==> src/rtl/srl16_fifo_ctrl.sv <==
// Occupancy/address controller that turns parallel SRLC16E cells into a FWFT FIFO.
// Optional sticky OVERFLOW/UNDERFLOW flags with ERR_CLR when SRL16_FIFO_CTRL_ERR_EN is defined.
module srl16_fifo_ctrl #(
  parameter int unsigned DEPTH        = 16,
  parameter int unsigned AFULL_THRESH = 14
) (
  input  logic       CLK,
  input  logic       RST_N,
  input  logic       WR_EN,
  input  logic       RD_EN,
`ifdef SRL16_FIFO_CTRL_ERR_EN
  input  logic       ERR_CLR,
  output logic       OVERFLOW,
  output logic       UNDERFLOW,
`endif
  output logic       SRL_CE,
  output logic [3:0] SRL_A,
  output logic       FULL,
  output logic       EMPTY,
  output logic       ALMOST_FULL,
  output logic [4:0] COUNT,
  output logic [1:0] DBG_STATE
);

  // Handshake: a write is accepted when WR_EN=1 and FULL=0 at a rising edge;
  // a read is accepted when RD_EN=1 and EMPTY=0. Rejected requests have no effect.

  typedef enum logic [1:0] {
    S_EMPTY = 2'd0,
    S_MID   = 2'd1,
    S_FULL  = 2'd2
  } state_e;

  localparam logic [4:0] DEPTH_C  = 5'(DEPTH);
  localparam logic [4:0] THRESH_C = 5'(AFULL_THRESH);

  state_e     state_q, state_d;
  logic [4:0] count_q, count_d;
  logic [3:0] addr_q, addr_d;
  logic       afull_q, afull_d;
  logic       push, pop;

  assign FULL  = (state_q == S_FULL);
  assign EMPTY = (state_q == S_EMPTY);
  assign push  = WR_EN & ~FULL;
  assign pop   = RD_EN & ~EMPTY;

  assign SRL_CE      = push;
  assign SRL_A       = addr_q;
  assign COUNT       = count_q;
  assign ALMOST_FULL = afull_q;
  assign DBG_STATE   = state_q;

  always_comb begin
    state_d = state_q;
    case (state_q)
      S_EMPTY: if (push) state_d = S_MID;
      S_MID: begin
        if (push && !pop && count_q == DEPTH_C - 5'd1)
          state_d = S_FULL;
        else if (pop && !push && count_q == 5'd1)
          state_d = S_EMPTY;
      end
      S_FULL:  if (pop) state_d = S_MID;
      default: state_d = S_EMPTY;
    endcase
  end

  // The oldest word sits at position COUNT-1, so the read address tracks occupancy.
  always_comb begin
    count_d = count_q + {4'd0, push} - {4'd0, pop};
    addr_d  = addr_q;
    if (push && !pop)
      addr_d = count_q[3:0];
    else if (pop && !push)
      addr_d = (count_d == 5'd0) ? 4'd0 : 4'(count_q - 5'd2);
    afull_d = (count_d >= THRESH_C);
  end

  always_ff @(posedge CLK or negedge RST_N) begin
    if (!RST_N) begin
      state_q <= S_EMPTY;
      count_q <= 5'd0;
      addr_q  <= 4'd0;
      afull_q <= 1'b0;
    end else begin
      state_q <= state_d;
      count_q <= count_d;
      addr_q  <= addr_d;
      afull_q <= afull_d;
    end
  end

`ifdef SRL16_FIFO_CTRL_ERR_EN
  logic ovf_q, ovf_d;
  logic unf_q, unf_d;

  // A new error event in the same cycle as ERR_CLR keeps the flag set.
  always_comb begin
    ovf_d = ovf_q;
    unf_d = unf_q;
    if (ERR_CLR) begin
      ovf_d = 1'b0;
      unf_d = 1'b0;
    end
    if (WR_EN && FULL)  ovf_d = 1'b1;
    if (RD_EN && EMPTY) unf_d = 1'b1;
  end

  always_ff @(posedge CLK or negedge RST_N) begin
    if (!RST_N) begin
      ovf_q <= 1'b0;
      unf_q <= 1'b0;
    end else begin
      ovf_q <= ovf_d;
      unf_q <= unf_d;
    end
  end

  assign OVERFLOW  = ovf_q;
  assign UNDERFLOW = unf_q;
`endif

endmodule

==> config.mk <==
export PLATFORM = sky130hd
export DESIGN_NAME = srl16_fifo_ctrl
export DESIGN_NICKNAME = d
export VERILOG_FILES = /design/src/rtl/srl16_fifo_ctrl.sv
export SDC_FILE = /design/constraint.sdc
export NUM_CORES = 1
export LEC_CHECK = 0
export ABC_AREA = 1
export BUFFER_PORTS_ARGS = -buffer_cell sky130_fd_sc_hd__buf_4
export CORE_UTILIZATION = 54
export CTS_BUF_LIST = sky130_fd_sc_hd__clkbuf_2 sky130_fd_sc_hd__clkbuf_4 sky130_fd_sc_hd__clkbuf_8
export DETAILED_ROUTE_END_ITERATION = 10
export PLACE_DENSITY = 0.8
export SETUP_SLACK_MARGIN = 0.5
export SLEW_MARGIN = 25
export SYNTH_ARGS = -nofsm -noshare
export SYNTH_HDL_FRONTEND = slang
export SYNTH_SLANG_ARGS = --single-unit
==> constraint.sdc <==
create_clock -name CLK -period 2.5 [get_ports CLK]
set_input_delay 0.25 -clock CLK [delete_from_list [all_inputs] [get_ports CLK]]
set_output_delay 0.25 -clock CLK [all_outputs]
set_load 0.02 [all_outputs]
Word-level counts from Yosys, hierarchy flattened --
Index checks and enable logic that the tools add are counted.
Word-level totals: flip-flop bits (word level) 12, bits of input ports 4, output and inout bits 15, word-level logic and storage cells 37
Cells by class: add/sub/neg operators 3, magnitude comparators 1, equality and inequality tests 7, multiplexer cells 8, bitwise logic cells 4, reduce and logical (&&, ||, !) cells 10
Operators with widths (number):
- $mux W4 | 3
- $mux W2 | 4
- $pmux W2 S3 | 1
- $add A5 B1 Y5 | 1
- $eq A5 B1 Y1 const B | 1
- $eq A5 B4 Y1 const B | 1
- $ge A5 B4 Y1 const B | 1
- $logic_not A5 Y1 | 1
- $sub A5 B1 Y5 | 1
- $logic_and A1 B1 Y1 | 4
- $ne A2 B1 Y1 const B | 2
- $sub A4 B2 Y4 const B | 1
- $ne A3 B3 Y1 const B | 1
- $reduce_and A3 Y1 | 1
- $and A1 B1 Y1 | 2
- $eq A2 B1 Y1 const B | 1
- $eq A2 B2 Y1 const B | 1
- $logic_not A1 Y1 | 2
- $logic_not A2 Y1 | 1
- $not A1 Y1 | 2
- $reduce_bool A2 Y1 | 1

Depth between registers and ports, before layout --
Gate-level depths: netlist (run 1).
depth after elaboration 9, depth in mapped cells 15, gate-level depth less buffers 15

Worst setup path before layout (run 1) --
Ideal clock, no wire load.
path kind reg2reg, start point register state_q[1] (netlist: DBG_STATE[1]), end point register addr_q[2] (netlist: SRL_A[2]), setup time 0.116 ns, arrival time 2.427 ns, required time 2.384 ns, path slack -0.044 ns, stages on the path, launching flop included 15, path buffers 0, period minus slack after synthesis 2.544 ns, cell sequence dfrtp_1 nor2_1 nor2_1 ha_1 inv_1 ha_1 inv_1 fa_1 nand3b_1 nand2_1 nand2_1 nand2_1 nand3_2 nand2_1 nand2_1
On the way: elaborated cells on any way between the ends 17, classes of those cells add/sub (2); eq/ne (1); mux (3); bitwise (4); reduce/logical (7)
RTL lines:
- start, declared | line 37 | state_e state_q, state_d;
- start signal, assigned | line 87 | state_q <= state_d;
- $logic_not A2 Y1 * | line 44 | assign EMPTY = (state_q == S_EMPTY);
- via EMPTY | line 19 | output logic EMPTY,
- $not A1 Y1 * | line 46 | assign pop = RD_EN & ~EMPTY;
- $and A1 B1 Y1 * | line 46
- $sub A5 B1 Y5 | line 71 | count_d = count_q + {4'd0, push} - {4'd0, pop};
- $logic_not A5 Y1 | line 76 | addr_d = (count_d == 5'd0) ? 4'd0 : 4'(count_q - 5'd2);
- $mux W4 | line 76
- $mux W4 | line 75 | else if (pop && !push)
- $mux W4 | line 73 | if (push && !pop)
- end signal, assigned | line 89 | addr_q <= addr_d;
- end, declared | line 39 | logic [3:0] addr_q, addr_d;
Mark *: on every way through the listed nets, which the timed path passes. The rest lies on a longest branch. The select of a mux whose other input is x is not followed. A chain may end at the register's enable or synchronous reset.

Worst setup path after layout (run 1) --
start point register state_q[0] (netlist: DBG_STATE[0]), end point register addr_q[3] (netlist: SRL_A[3])
On the way: cells in the longest elaborated chain, start to end 9, elaborated cells on any way between the ends 17, classes of those cells add/sub (2); eq/ne (1); mux (3); bitwise (4); reduce/logical (7)
RTL lines:
- $eq A2 B2 Y1 | line 43 | assign FULL = (state_q == S_FULL);
- $not A1 Y1 | line 45 | assign push = WR_EN & ~FULL;
- $and A1 B1 Y1 | line 45
- $add A5 B1 Y5 | line 71
- $sub A5 B1 Y5 | line 71
- $logic_not A5 Y1 | line 76
- $mux W4 | line 76
- $mux W4 | line 75
- $mux W4 | line 73
Several ways; a longest one is shown, not always the timed one. The select of a mux whose other input is x is not followed.

==> results of run 1 <==
==> stage by stage <==
step / cells / instance area (um2) / utilization [%]
finish: 149 / 1110 / 83.1
CTS: 147 / 1080 / 80.9
detailed placement: 138 / 972 / 72.9
floorplan: 105 / 818 / -
global placement: 138 / 972 / 72.9
global route: 149 / 1110 / 83.1
==> where the power goes <==
group | internal [mW] | leakage (nW) | switching (mW)
Clock | 0.0885 | 0.0210 | 0.0662
Sequential | 0.296 | 0.139 | 0.0874
Combinational | 0.460 | 0.449 | 0.710
==> worst register-to-register path: cells and delay by family, from the launching register on <==
kind | cells | cell delay, ns
adder cells (fa/ha/maj) | 3 | 0.86
buffers and inverters | 2 | 0.08
flip-flops | 1 | 0.43
AND/OR/NAND/NOR | 7 | 0.69
==> how the worst min path moves through the flow <==
stage          startpoint      endpoint  slack [ns]  cells past startpoint
2_1_floorplan       RST_N   ALMOST_FULL       -0.05                      0
3_3_place_gp        RST_N      SRL_A[0]         0.1                      1
3_5_place_dp        RST_N      SRL_A[0]         0.1                      1
4_1_cts             RD_EN  DBG_STATE[0]        0.29                      3
5_1_grt             RD_EN  DBG_STATE[0]        0.31                      3
6_report            RD_EN  DBG_STATE[0]        0.28                      3
==> Yosys cell counts <==
| cell | count | area, um2 |
|---|---|---|
| dfrtp_1 | 12 | 300 |
| a21oi_1 | 3 | 15.0 |
| fa_1 | 1 | 20.0 |
| inv_2 | 1 | 3.75 |
| o22ai_1 | 1 | 6.26 |
| xor2_1 | 1 | 8.76 |
| nor2_1 | 9 | 33.8 |
| nor3_1 | 1 | 5.00 |
| ha_1 | 10 | 125 |
| o21ai_0 | 5 | 25.0 |
| inv_1 | 23 | 86.3 |
| nand2_1 | 29 | 109 |
| nand3_1 | 4 | 20.0 |
| nand4_1 | 1 | 6.26 |
| nand3b_1 | 2 | 15.0 |
| nand3_2 | 1 | 10.0 |
| a21oi_2 | 1 | 8.76 |
==> cell type report <==
class / count / area share, %
Timing Repair Buffer: 25 / 17.2
Inverter: 24 / 8.35
Tap cell: 15 / 1.69
Clock buffer: 4 / 3.27
Sequential cell: 12 / 27.3
Multi-Input combinational cell: 69 / 42.2
==> registers in the layout, summed over array words and instances (netlist names) <==
signal,flops
COUNT,5
SRL_A,4
DBG_STATE,2
ALMOST_FULL,1
==> per-layer routing <==
metal	part of all wire [%]	global-route usage, %
met1	40	31.0
met2	50	52.4
met3	5.7	6.11
met4	3.7	11.7
met5	0	0
==> placed cells by master (no fill, tap or decap), drive strengths merged <==
cell / instances
o21ai: 5
ha: 10
nand3: 5
nand2: 29
o22ai: 1
inv: 24
nand4: 1
xor2: 1
nor2: 9
buf: 24
clkbuf: 4
a21oi: 4
fa: 1
nor3: 1
dfrtp: 12
dlygate4sd3: 1
nand3b: 2
==> what timing repair did <==
| action | in CTS | in global routing |
|---|---|---|
| pin swaps | 10 | 10 |
| resized for setup | 6 | 6 |
| hold buffers | 1 | 0 |
| buffers inserted | 4 | 2 |
| endpoints found under the setup margin | 6 | 6 |
| hold endpoints to repair | 12 | 0 |
==> kinds of logic (layout without fill, tap and decap cells) <==
| logic type | after synthesis | in the layout | synth area share [%] |
|---|---|---|---|
| AO/OA/AOI/OAI | 10 | 10 | 6.90 |
| buffers and inverters | 24 | 53 | 11.3 |
| AND/OR/NAND/NOR | 47 | 47 | 24.9 |
| XOR/XNOR | 1 | 1 | 1.10 |
| flip-flops | 12 | 12 | 37.6 |
| adder cells (fa/ha/maj) | 11 | 11 | 18.2 |
==> results.json, run 1 <==
{
  "outcome": "complete, no violations",
  "p_total_mw": 1.71,
  "max_stage_delay_ns": 0.53,
  "dr.pass1.iters": 4,
  "fin_crit_ns": 2.19,
  "p_leak_nw": 0.609,
  "area_growth_pct": 38.9,
  "setup.worst_path.class": "flip-flop to flip-flop",
  "cts_max_path_buffers": 2,
  "antenna_found_initial": 0,
  "path_cells": "nor2_4 > nor2_4 > ha_4 > inv_4 > ha_4 > inv_2 > fa_2 > nand3b_1 > nor2_2 > nand3_2 > nand2_1 > nand2_1",
  "multiInputGateArea_um2": 468,
  "yosysWarnings": 0,
  "synth.distinct_cells": 17,
  "io_pins": 19,
  "p_per_area_mw_per_mm2": 1540,
  "dp_hpwl_um": 1360,
  "drcViolationCount": 0,
  "cap_violations": 0,
  "fin_crit_sh_pct": 87.6,
  "grt_pass1_wl_um": 3010,
  "maxSlewViolCount": 0,
  "reg2reg_setup_slack_ns": 0.31,
  "die_w_um": 40.5,
  "pre_cts_slack_ns": 0.236,
  "grt_usage_pct": 28.5,
  "synth-seq-cells": 12,
  "path_max_fanout": 4,
  "start_kind": "flip-flop",
  "synth_nets": 120,
  "cp.required_ns": 2.67,
  "timing.fmax_mhz": 456,
  "max-slew-margin-rel_pct": 82.3,
  "htree_num_levels": 1,
  "postRouteAntennaNets": 0,
  "die_y_um": 40.5,
  "drive_gt1_share_pct": 35.1,
  "critPathSlowestCell": "fa_2",
  "hold_viol_final": 0,
  "clk_pin_slew_ns": 0.08,
  "hold_ws_ns": 0.280,
  "r2r_end": "SRL_A[3]",
  "avgSynthCellArea_um2": 7.60,
  "wire_per_inst_um": 13.7,
  "finClkSkew_ns": 0.00838,
  "num_vias": 795,
  "crit_path_start": "DBG_STATE[0]",
  "cts_root_buf": "clkbuf_4",
  "grt_overflow_total": 0,
  "r2r_start": "DBG_STATE[0]",
  "ir_drop_mv": 0.955,
  "grt_max_degree": 13,
  "die-area_mm2": 0.00164,
  "routed_via_density": 5.34,
  "core_region_area_mm2": 0.00133,
  "nets": 150,
  "io_buffers": 18,
  "r2r_cells": 12,
  "seqCellArea_um2": 303,
  "cp.depth": 12,
  "end_kind": "flip-flop",
  "num_rows": 13,
  "critPathCapture": "SRL_A[3]",
  "cts_buffers": 3,
  "finalSetupTns_ns": 0,
  "totalWireLength_um": 2040,
  "place.gp.congestion": 0.840,
  "first_iter_violations": 27,
  "worst_ep_arrival_time_ns": 2.36,
  "crit_family": "adder cells",
  "syn_inst": 105,
  "diodes": 0,
  "setup_viol": 0,
  "cts_tree": "done",
  "path_buf_inv": 2,
  "clock_latency_ns": 0.28,
  "synthesis.area_um2": 798,
  "worst_slack_ns": 0.309,
  "ys_seq_area_share_pct": 37.6,
  "grt_pass1_vias": 735,
  "hp-class": "input port to flip-flop",
  "initial_core_util_pct": 59.8,
  "final.fill_count": 84,
  "cts.sinks": 12,
  "worst_pin_slew_ns": 0.266,
  "rsz0062_at_grt": "yes"
}
Power figures use the tool's default switching activity.
==> run 2: changes to the inputs <==
BUFFER_PORTS_ARGS = unset   (was -buffer_cell sky130_fd_sc_hd__buf_4)
CORE_UTILIZATION = 60   (was 54)
DONT_BUFFER_PORTS = 1   (was unset)
PLACE_DENSITY = 0.76   (was 0.8)
==> results.json, run 2 (synthesis gave the netlist of run 1 again) <==
{
  "outcome": "complete, no violations",
  "io_pins": 19,
  "routed_via_density": 5.44,
  "path_max_fanout": 4,
  "dr.pass1.iters": 4,
  "finalSetupTns_ns": 0,
  "end_kind": "flip-flop",
  "cp.required_ns": 2.67,
  "grt_max_degree": 13,
  "wire_per_inst_um": 15.8,
  "grt_overflow_total": 0,
  "die_w_um": 38.5,
  "final_cell_mix": "24 x nand2_1, 18 x inv_1, 10 x dfrtp_1",
  "layout_commonest_cell": "nand2_1",
  "cts_buffers": 3,
  "hold_viol_final": 0,
  "num_vias": 702,
  "setup.worst_path.class": "flip-flop to flip-flop",
  "grt_pass1_wl_um": 2860,
  "totalWireLength_um": 2040,
  "die-area_mm2": 0.00148,
  "initial_core_util_pct": 68.2,
  "largest_reg_flops": 5,
  "nets": 131,
  "dp_hpwl_um": 1300,
  "io_buffers": 0,
  "num_rows": 12,
  "worst_slack_ns": 0.157,
  "drive_gt1_share_pct": 27.0,
  "grt_usage_pct": 29.4,
  "cts_tree": "done",
  "grt_pass1_vias": 679,
  "worst_ep_arrival_time_ns": 2.51,
  "final.fill_count": 71,
  "final_core_util_pct": 84.2,
  "maxSlewViolCount": 0,
  "clock_latency_ns": 0.28,
  "antenna_found_initial": 0,
  "postRouteAntennaNets": 0,
  "die_y_um": 38.5,
  "cts_max_path_buffers": 2,
  "pre_cts_slack_ns": 0.164,
  "max-slew-margin-rel_pct": 61.9,
  "rsz0062_at_grt": "yes",
  "start_kind": "flip-flop",
  "place.gp.congestion": 0.858,
  "drcViolationCount": 0,
  "first_iter_violations": 20,
  "clk_pin_slew_ns": 0.08,
  "fin_crit_sh_pct": 93.7,
  "cts_root_buf": "clkbuf_4",
  "fin_crit_ns": 2.34,
  "area_growth_pct": 23.5,
  "worst_pin_slew_ns": 0.569,
  "setup_viol": 0,
  "finClkSkew_ns": 0.00488,
  "hp-class": "input port to flip-flop",
  "timing.fmax_mhz": 427,
  "cts.sinks": 12,
  "diodes": 0,
  "cap_violations": 0,
  "htree_num_levels": 1,
  "core_region_area_mm2": 0.00117
}
==> run 2: cell count changes in the layout (fill, tap and decap cells not counted), sizes merged <==
cell | before | now
buf | 24 | 5
==> run 2: repair_timing <==
| item | in CTS | in global routing |
|---|---|---|
| endpoints found under the hold margin | 12 | 0 |
| hold buffers | 1 | 0 |
| pin swaps | 11 | 14 |
| setup buffers | 2 | 0 |
| gates resized for setup | 6 | 13 |
| endpoints found under the setup margin | 6 | 9 |
==> run 2: layout make-up <==
type                            count  area, um2  share of cell area, %
Multi-Input combinational cell     69        485                   49.2
Sequential cell                    12        303                   30.7
Inverter                           24       92.6                   9.39
Timing Repair Buffer                6       51.3                   5.20
Clock buffer                        4       36.3                   3.68
Tap cell                           14       17.5                   1.78
==> run 2: metrics by stage <==
stage | std cells | instance area (um2) | hold slack (ns)
5_1_grt | 129 | 986 | 0.200
3_5_place_dp | 122 | 858 | -0.0454
6_report | 129 | 986 | 0.213
4_1_cts | 129 | 950 | 0.194
3_3_place_gp | 122 | 858 | -0.0454
2_1_floorplan | 105 | 818 | -0.0456
==> run 2: layer usage <==
metal  vias up  part of all wire (%)  GRT usage [%]  wire, um
met4         0                   2.0           7.76        40
li1        339                     -              -         -
met5         -                     0              0         0
met2        30                    54           58.5      1110
met1       328                    37           31.3       751
met3         5                   7.0           4.65       142
==> run 2: final timing paths <==
path	from	to	slack [ns]	depth (start not counted)
setup / recovery	DBG_STATE[0]	SRL_A[0]	0.16	12
hold / removal	RD_EN	DBG_STATE[0]	0.21	2
setup reg to reg	DBG_STATE[0]	SRL_A[0]	0.16	12
hold reg to reg	SRL_A[0]	SRL_A[0]	0.64	2
max in group asynchronous	RST_N	DBG_STATE[1]	1.69	1
min in group asynchronous	RST_N	COUNT[3]	0.40	1
==> run 2: critical path, cell delays in order (launching register included) <==
cell	delay [ns]
dfrtp_2	0.50
nor2_4	0.18
nor2_4	0.06
ha_4	0.22
inv_4	0.05
ha_4	0.13
inv_2	0.03
fa_2	0.53
nand3b_1	0.11
nor2_2	0.18
nand3_4	0.11
nand2_1	0.08
nand2_1	0.04
Power of run 2 is left out: the tool's default activity adds up to more than one toggle a clock period on the data nets, which glitch-free logic cannot reach.
==> run 3: changes to the inputs <==
CELL_PAD_IN_SITES_DETAIL_PLACEMENT = 2   (was unset)
CELL_PAD_IN_SITES_GLOBAL_PLACEMENT = 2   (was unset)
CORE_ASPECT_RATIO = 1.5   (was unset)
CORE_UTILIZATION = 36   (was 60)
PLACE_DENSITY = unset   (was 0.76)
PLACE_DENSITY_LB_ADDON = 0.1   (was unset)
==> results.json, run 3 (synthesis gave the netlist of run 1 again) <==
{
  "cts_tree": "done",
  "layout_commonest_cell": "nand2_1",
  "cap_violations": 0,
  "drcViolationCount": 0,
  "die_w_um": 40.5,
  "antenna_found_initial": 0,
  "dp_hpwl_um": 1720,
  "worst_pin_slew_ns": 0.595,
  "core_region_area_mm2": 0.00205,
  "dr.pass1.iters": 4,
  "area_growth_pct": 26.6,
  "finalSetupTns_ns": 0,
  "initial_core_util_pct": 38.9,
  "max_stage_delay_ns": 0.53,
  "fin_crit_sh_pct": 91.9,
  "wire_per_inst_um": 16.6,
  "final_core_util_pct": 49.3,
  "totalWireLength_um": 2320,
  "num_vias": 723,
  "timing.fmax_mhz": 435,
  "grt_pass1_wl_um": 3540,
  "cts_buffers": 3,
  "largest_reg_flops": 5,
  "path_max_fanout": 4,
  "post_dp_cell_area_um2": 868,
  "finClkSkew_ns": 0.00274,
  "grt_overflow_total": 0,
  "grt_pass1_vias": 798,
  "start_kind": "flip-flop",
  "io_pins": 19,
  "hold_ws_ns": 0.200,
  "path_cells": "nor2_4 > nor2_4 > ha_4 > inv_2 > ha_4 > inv_2 > fa_2 > nand3b_1 > nor2_2 > nand3_4 > nand2_2 > nand2_1",
  "setup.worst_path.class": "flip-flop to flip-flop",
  "setup_viol": 0,
  "first_iter_violations": 3,
  "maxSlewViolCount": 0,
  "cts_max_path_buffers": 2,
  "place.gp.congestion": 0.730,
  "postRouteAntennaNets": 0,
  "die-area_mm2": 0.00241,
  "clock_latency_ns": 0.28,
  "hp-class": "input port to flip-flop",
  "die_y_um": 59.7,
  "num_rows": 20,
  "io_buffers": 0,
  "final.fill_count": 234,
  "reg2reg_setup_slack_ns": 0.20,
  "fin_crit_ns": 2.30,
  "clk_pin_slew_ns": 0.08,
  "cp.required_ns": 2.68,
  "cts_root_buf": "clkbuf_4",
  "grt_usage_pct": 22.1,
  "rsz0062_at_grt": "yes",
  "hold_viol_final": 0,
  "routed_via_density": 5.16,
  "final_cell_mix": "24 x nand2_1, 17 x inv_1, 10 x dfrtp_1",
  "worst_ep_arrival_time_ns": 2.47,
  "stdcell_area_mm2": 0.00101,
  "grt_max_degree": 13,
  "end_kind": "flip-flop",
  "cts.sinks": 12,
  "outcome": "complete, no violations",
  "max-slew-margin-rel_pct": 60.2,
  "critPathSlowestCell": "fa_2",
  "diodes": 0,
  "nets": 134,
  "drive_gt1_share_pct": 29.7,
  "htree_num_levels": 1
}
run 3: cell count changes in the layout (fill, tap and decap cells not counted):
cell / delta
inv_1: -1
nand2_4: -1
buf_4: +3
nand2_2: +1
inv_4: -1
inv_2: +2
run 3: cell type report:
class	instances	area, um2	share of cell area, %
clock buffer	4	36.3	3.59
timing repair buffer	9	73.8	7.30
sequential	12	303	30.0
tap	22	27.5	2.72
multi-input combinational	69	480	47.5
inverter	24	90.1	8.91
run 3: final timing paths:
kind | startpoint | cells past startpoint | endpoint
worst max-delay path | DBG_STATE[0] | 12 | SRL_A[0]
worst min-delay path | RD_EN | 2 | DBG_STATE[0]
worst max register to register | DBG_STATE[0] | 12 | SRL_A[0]
worst min register to register | SRL_A[3] | 2 | SRL_A[3]
max in group asynchronous | RST_N | 1 | DBG_STATE[1]
min in group asynchronous | RST_N | 1 | SRL_A[0]
run 3: metal layers:
layer	up-vias	global-route usage [%]	part of all wire, %
li1	346	-	-
met1	358	23.2	37
met2	14	41.0	59
met3	5	2.60	2.6
met4	0	8.57	1.5
met5	-	0	0
run 3: worst max-delay path, delay by kind of cell, from the launching register on:
family,cells,cell delay (ns)
buffers and inverters,2,0.09
flip-flops,1,0.50
AND/OR/NAND/NOR,7,0.74
adder cells (fa/ha/maj),3,0.87
run 3: through the flow:
stage          worst slack, ns  std cells
3_3_place_gp             0.182        130
6_report                 0.203        140
3_5_place_dp             0.119        130
5_1_grt                 0.0910        140
4_1_cts                  0.166        138
2_1_floorplan            0.257        105
run 3: what timing repair did:
item,in CTS,in global routing
pin swaps,10,9
endpoints found under the hold margin,12,0
gates resized for setup,7,11
endpoints found under the setup margin,6,11
buffers inserted,3,2
hold buffers,1,0
Power of run 3 is left out for the same reason.
